### src/rtl/rv32_decode_unit.sv
// rtl/rv32_decode_unit.sv - RV32I combinational decoder with valid/ready passthrough and debug counters
module rv32_decode_unit #(
  parameter int PC_WIDTH  = 9,
  parameter int CNT_WIDTH = 16
) (
  input  logic                 clk,
  input  logic                 reset,
  input  logic [31:0]          instruction,
  input  logic [PC_WIDTH-1:0]  i_pc,
  input  logic                 i_valid,
  input  logic                 i_ready,
  output logic                 o_ready,
  output logic [PC_WIDTH-1:0]  o_pc,
  output logic                 o_valid,
  output logic [4:0]           rs1,
  output logic [4:0]           rs2,
  output logic [4:0]           rd,
  output logic                 ALUsrc,
  output logic                 Branch,
  output logic [31:0]          immediate,
  output logic [1:0]           ALUOp,
  output logic [1:0]           FUtype,
  output logic                 Memread,
  output logic                 Memwrite,
  output logic                 Regwrite,
  output logic                 illegal,
  output logic                 illegal_sticky,
  output logic [CNT_WIDTH-1:0] decode_count
);

  localparam logic [6:0] OP_R      = 7'b0110011;
  localparam logic [6:0] OP_IMM    = 7'b0010011;
  localparam logic [6:0] OP_LOAD   = 7'b0000011;
  localparam logic [6:0] OP_STORE  = 7'b0100011;
  localparam logic [6:0] OP_BRANCH = 7'b1100011;
  localparam logic [6:0] OP_JALR   = 7'b1100111;
  localparam logic [6:0] OP_LUI    = 7'b0110111;

  localparam logic [1:0] FU_ALU = 2'b00;
  localparam logic [1:0] FU_BRU = 2'b01;
  localparam logic [1:0] FU_LSU = 2'b10;

  logic [6:0]  opcode;
  logic [31:0] imm_i, imm_s, imm_b, imm_u;
  logic        accept;

  logic                 illegal_sticky_q, illegal_sticky_d;
  logic [CNT_WIDTH-1:0] decode_count_q, decode_count_d;

  assign o_valid = i_valid;
  assign o_ready = i_ready;
  assign o_pc    = i_pc;

  assign opcode = instruction[6:0];
  assign rd     = instruction[11:7];

  assign imm_i = {{20{instruction[31]}}, instruction[31:20]};
  assign imm_s = {{20{instruction[31]}}, instruction[31:25], instruction[11:7]};
  assign imm_b = {{19{instruction[31]}}, instruction[31], instruction[7],
                  instruction[30:25], instruction[11:8], 1'b0};
  assign imm_u = {instruction[31:12], 12'b0};

  always_comb begin
    rs1       = 5'd0;
    rs2       = 5'd0;
    immediate = 32'd0;
    ALUsrc    = 1'b0;
    Branch    = 1'b0;
    ALUOp     = 2'b00;
    FUtype    = FU_ALU;
    Memread   = 1'b0;
    Memwrite  = 1'b0;
    Regwrite  = 1'b0;
    illegal   = 1'b0;
    unique case (opcode)
      OP_R: begin
        rs1      = instruction[19:15];
        rs2      = instruction[24:20];
        ALUOp    = 2'b10;
        Regwrite = 1'b1;
      end
      OP_IMM: begin
        rs1       = instruction[19:15];
        immediate = imm_i;
        ALUsrc    = 1'b1;
        ALUOp     = 2'b11;
        Regwrite  = 1'b1;
      end
      OP_LOAD: begin
        rs1       = instruction[19:15];
        immediate = imm_i;
        ALUsrc    = 1'b1;
        FUtype    = FU_LSU;
        Memread   = 1'b1;
        Regwrite  = 1'b1;
      end
      OP_STORE: begin
        rs1       = instruction[19:15];
        rs2       = instruction[24:20];
        immediate = imm_s;
        ALUsrc    = 1'b1;
        FUtype    = FU_LSU;
        Memwrite  = 1'b1;
      end
      OP_BRANCH: begin
        rs1       = instruction[19:15];
        rs2       = instruction[24:20];
        immediate = imm_b;
        Branch    = 1'b1;
        ALUOp     = 2'b01;
        FUtype    = FU_BRU;
      end
      OP_JALR: begin
        rs1       = instruction[19:15];
        immediate = imm_i;
        ALUsrc    = 1'b1;
        Branch    = 1'b1;
        FUtype    = FU_BRU;
        Regwrite  = 1'b1;
      end
      // LUI leaves Regwrite low on purpose; rename handles it elsewhere
      OP_LUI: begin
        immediate = imm_u;
      end
      default: begin
        illegal = 1'b1;
      end
    endcase
  end

  assign accept = i_valid && i_ready;

  always_comb begin
    illegal_sticky_d = illegal_sticky_q;
    decode_count_d   = decode_count_q;
    if (accept) begin
      decode_count_d = decode_count_q + {{(CNT_WIDTH-1){1'b0}}, 1'b1};
      if (illegal) illegal_sticky_d = 1'b1;
    end
  end

  always_ff @(posedge clk) begin
    if (reset) begin
      illegal_sticky_q <= 1'b0;
      decode_count_q   <= '0;
    end else begin
      illegal_sticky_q <= illegal_sticky_d;
      decode_count_q   <= decode_count_d;
    end
  end

  assign illegal_sticky = illegal_sticky_q;
  assign decode_count   = decode_count_q;

endmodule

### config.mk
export PLATFORM = sky130hd
export DESIGN_NAME = rv32_decode_unit
export DESIGN_NICKNAME = d
export VERILOG_FILES = /design/src/rtl/rv32_decode_unit.sv
export SDC_FILE = /design/constraint.sdc
export NUM_CORES = 1
export LEC_CHECK = 0
export ABC_AREA = 1
export ABC_CLOCK_PERIOD_IN_PS = 1600
export BUFFER_PORTS_ARGS = -buffer_cell sky130_fd_sc_hd__buf_2
export CORE_MARGIN = 2
export CORE_UTILIZATION = 39
export CTS_CLUSTER_DIAMETER = 100
export DETAILED_ROUTE_END_ITERATION = 10
export PLACE_DENSITY = 0.81
export SLEW_MARGIN = 10
export SYNTH_ARGS = -nofsm -noshare
export SYNTH_HDL_FRONTEND = slang
export SYNTH_SLANG_ARGS = --single-unit
### constraint.sdc
create_clock -name clk -period 1.6 [get_ports clk]
set_input_delay 0.32 -clock clk [delete_from_list [all_inputs] [get_ports clk]]
set_output_delay 0.32 -clock clk [all_outputs]
set_load 0.005 [all_outputs]
==> summary.md <==
| Metric | Value |
|---|---|
| Gr ovfl total | 0 |
| Endpoints failing setup | 33 |
| Clk_skew | ~6.3 ps |
| Post-DR wirelength/cell | 11.5 um |
| Post-DP HPWL | 3850 um |
| First DRT Iteration DRCs | between 40 and 50 |
| Core area | approximately 3700 um^2 |
| Max Fanout on Critical Path | 4 |
| Placed cell area | approximately 2200 um^2 |
| Crit path time final | approximately 1700 ps |
| CP Launch Type | input port |
| Syn. warnings | 0 |
| CP Class | in -> out |
| Cell count after synthesis | about 270 |
| Area leader, netlist | dfxtp_1 |
| Met2 GRT Util | 0.428 |
| Pre-CTS setup slack | -139 ps |
| Slew @ Worst Pin | 351 ps |
| Area contributors post-synth | dfxtp_1 22%, nand2_1 17%, nand3_1 11%, inv_1 9.3%, nor2_1 8.8% |
| Hold Slack | ~280 ps |
| Row count | 22 |
| Ports | 130 |
| FMAX | slightly below 0.6 GHz |
| I/O Buffers | about 110 |
| Antenna Diode Count | 0 |
| Highest-delay cell along the critical path | or2_4 |
| First-pass GRT wire length | 7570 um |
| Initial antenna violation count | 0 |
| Static leakage | approximately 1.5 nW |
| Crit-path max cell delay | 280 ps |
| Top cell by count, worst path | buf_2 |
| Final hold vios | 0 |
| Critical Path AT | ~1400 ps |
| Most used routing layer in global routing | met2 |
| Final core occ | 0.627 |
| CP bufs+invs | 4 |
| Switching power | 277 uW |
| Tot Pwr | about 980 uW |
| Max-cap viol count | 0 |
| Number of fill cells | 343 |
| Post-synth cell types | 27 |
| Seq pwr share | 0.442 |
| Post-Route WL | about 5000 um |
| #FFs+latches synth | 17 |
| Met3 usage | 0.0405 |
| Final Slew Violations | 0 |
| Crit end category | primary output |
| Cts hold-fix bufs | 0 |
| CTS sink count | 17 |
| Sw Ratio | 0.282 |
| Placer Congestion | between 0.9 and 1 |
| Vias per std cell | between 4 and 5 |
| Sequential element share of the synthesized area | 0.221 |
| Internal | 707 uW |
| Vias post-DR | just over 2k |
| Post-Syn Nets | roughly 310 |
| Final WS setup | -114 ps |
| Largest net degree at the start of global routing | 21 |
| Crit path cell chain | buf_2, inv_2, nand3_2, or2_4, nand3_4, buf_6, nand2_2, nand2_1, buf_2 |
| Worst path required time | roughly 1300 ps |
| Post-DRT Antenna Nets | 0 |
| Part of the power in combinational logic | 0.224 |
| Clock Pin Slew Worst Setup and Hold Paths | approximately 60 ps |
| Layout Nets | between 400 and 500 |
| Final period utilization | 1.07 |
| Die area | 4470 um^2 |
| Rel. slew slack | 0.764 |
| Mapped Area | 1540 um^2 |
| DIE HEIGHT | between 60 and 70 um |
| Clock power share | 0.335 |
| Unrepaired setup endpoints after global routing | true |
| Initial core utilization | 0.412 |
| Top cell type's share of synthesized area | 0.221 |
| Critical path's top delay family | simple AND/OR/NAND/NOR gates |
| Die Width | between 60 and 70 um |
| P per Cell Area | ~420 nW/um^2 |
| Clock Tree Buf Depth | 2 |
| Status | finished with violations |
| DRC | 0 |
| Number of global-route vias before repair | between 1.5k and 2k |
| Area Growth Syn to Fin | 52.4% |
| DR pass1 iterations | 4 |
| Maximum vdd drop | 0.000518 V |
| Violated checks | negative setup slack |
| Fin area | between 2000 and 2500 um^2 |
| Mapped Avg Cell Area | 5.75 um^2 |
| Hold Crit Class | in -> reg |
| GRT Resource Usage Total | 0.218 |
| Clock latency on the worst-skew pair | between 200 and 300 ps |
| # H-tree levels | 1 |
| TritonCTS clock tree | done |
| Layout cells sized above 1 | 0.450 |
| CTS Root Cell | clkbuf_8 |
| Num CTS Buffers | 3 |
| Met1 GRT Util | 0.230 |
[placed cells by master, fill, tap and decap left out, drive strengths merged]
master and count:
or2 1, ha 1, nand4 1, nor4 1, clkinv 1, nand3 38
clkbuf 3, nand3b 1, a21oi 13, xor2 1, o21ai 9, inv 42
nand2 72, o211ai 1, nor2 40, and3 2, buf 138, dfxtp 17
nor3 4, nor3b 1
[cell type report]
cell class	instances	area, um^2	share of cell area
clock inverter	1	5.00	0.00213
multi-input combinational	186	953	0.406
tap	48	60.1	0.0256
inverter	42	158	0.0671
timing repair buffer	138	791	0.337
sequential	17	340	0.145
clock buffer	3	41.3	0.0176
[layer usage]
metal	wire (um)	vias up
li1	-	1061
met1	1860	904
met2	2630	93
met3	423	9
met4	86	0
met5	0	-
[cells in the mapped netlist, drive strengths merged]
master and count:
a21oi 13, and3 2, buf 20, clkbuf 3
dfxtp 17, ha 1, inv 42, nand2 72
nand3 38, nand3b 1, nand4 1, nor2 40
nor3 4, nor3b 1, nor4 1, o211ai 1
o21ai 9, or2 1, xor2 1
[stage by stage]
step	TNS [ps]	cells
2_1_floorplan	0	268
3_3_place_gp	-2600	429
3_5_place_dp	-3560	429
4_1_cts	-1560	434
5_1_grt	-6370	435
6_report	-2870	435
[sequential cells by signal (all words and copies together), names as in the netlist]
| register | flops |
|---|---|
| decode_count | 16 |
| illegal_sticky | 1 |
[power by group through the flow]
| stage | sequential, mW | clock (mW) | combinational, mW |
|---|---|---|---|
| 6_report | 0.435 | 0.329 | 0.220 |
| 4_1_cts | 0.435 | 0.329 | 0.213 |
| 2_1_floorplan | 0.444 | 0 | 0.102 |
| 3_5_place_dp | 0.444 | 0 | 0.198 |
| 3_3_place_gp | 0.444 | 0 | 0.195 |
| 5_1_grt | 0.435 | 0.352 | 0.247 |
[logic make-up after synthesis]
group,count (synthesis),synth area share
buffers and inverters,65,0.209
adder cells (fa/ha/maj),1,0.00812
AND/OR/NAND/NOR,161,0.481
AO/OA/AOI/OAI,23,0.0763
flip-flops,17,0.221
XOR/XNOR,1,0.00568
[path summary, 6_finish.rpt]
kind                                 startpoint                to  slack [ps]  cells past startpoint
worst max-delay path             instruction[6]      immediate[1]        -110                      9
worst min-delay path                      reset    illegal_sticky         280                      2
worst max register to register  decode_count[0]  decode_count[10]         170                      7
worst min register to register   illegal_sticky    illegal_sticky         470                      2
[repair_timing]
action | in CTS | in global routing
endpoints found under the setup margin | 36 | 47
gates resized for setup | 14 | 10
buffers inserted | 1 | 1
pin swaps | 7 | 11
No activity file was read; power rests on OpenSTA's default activity.
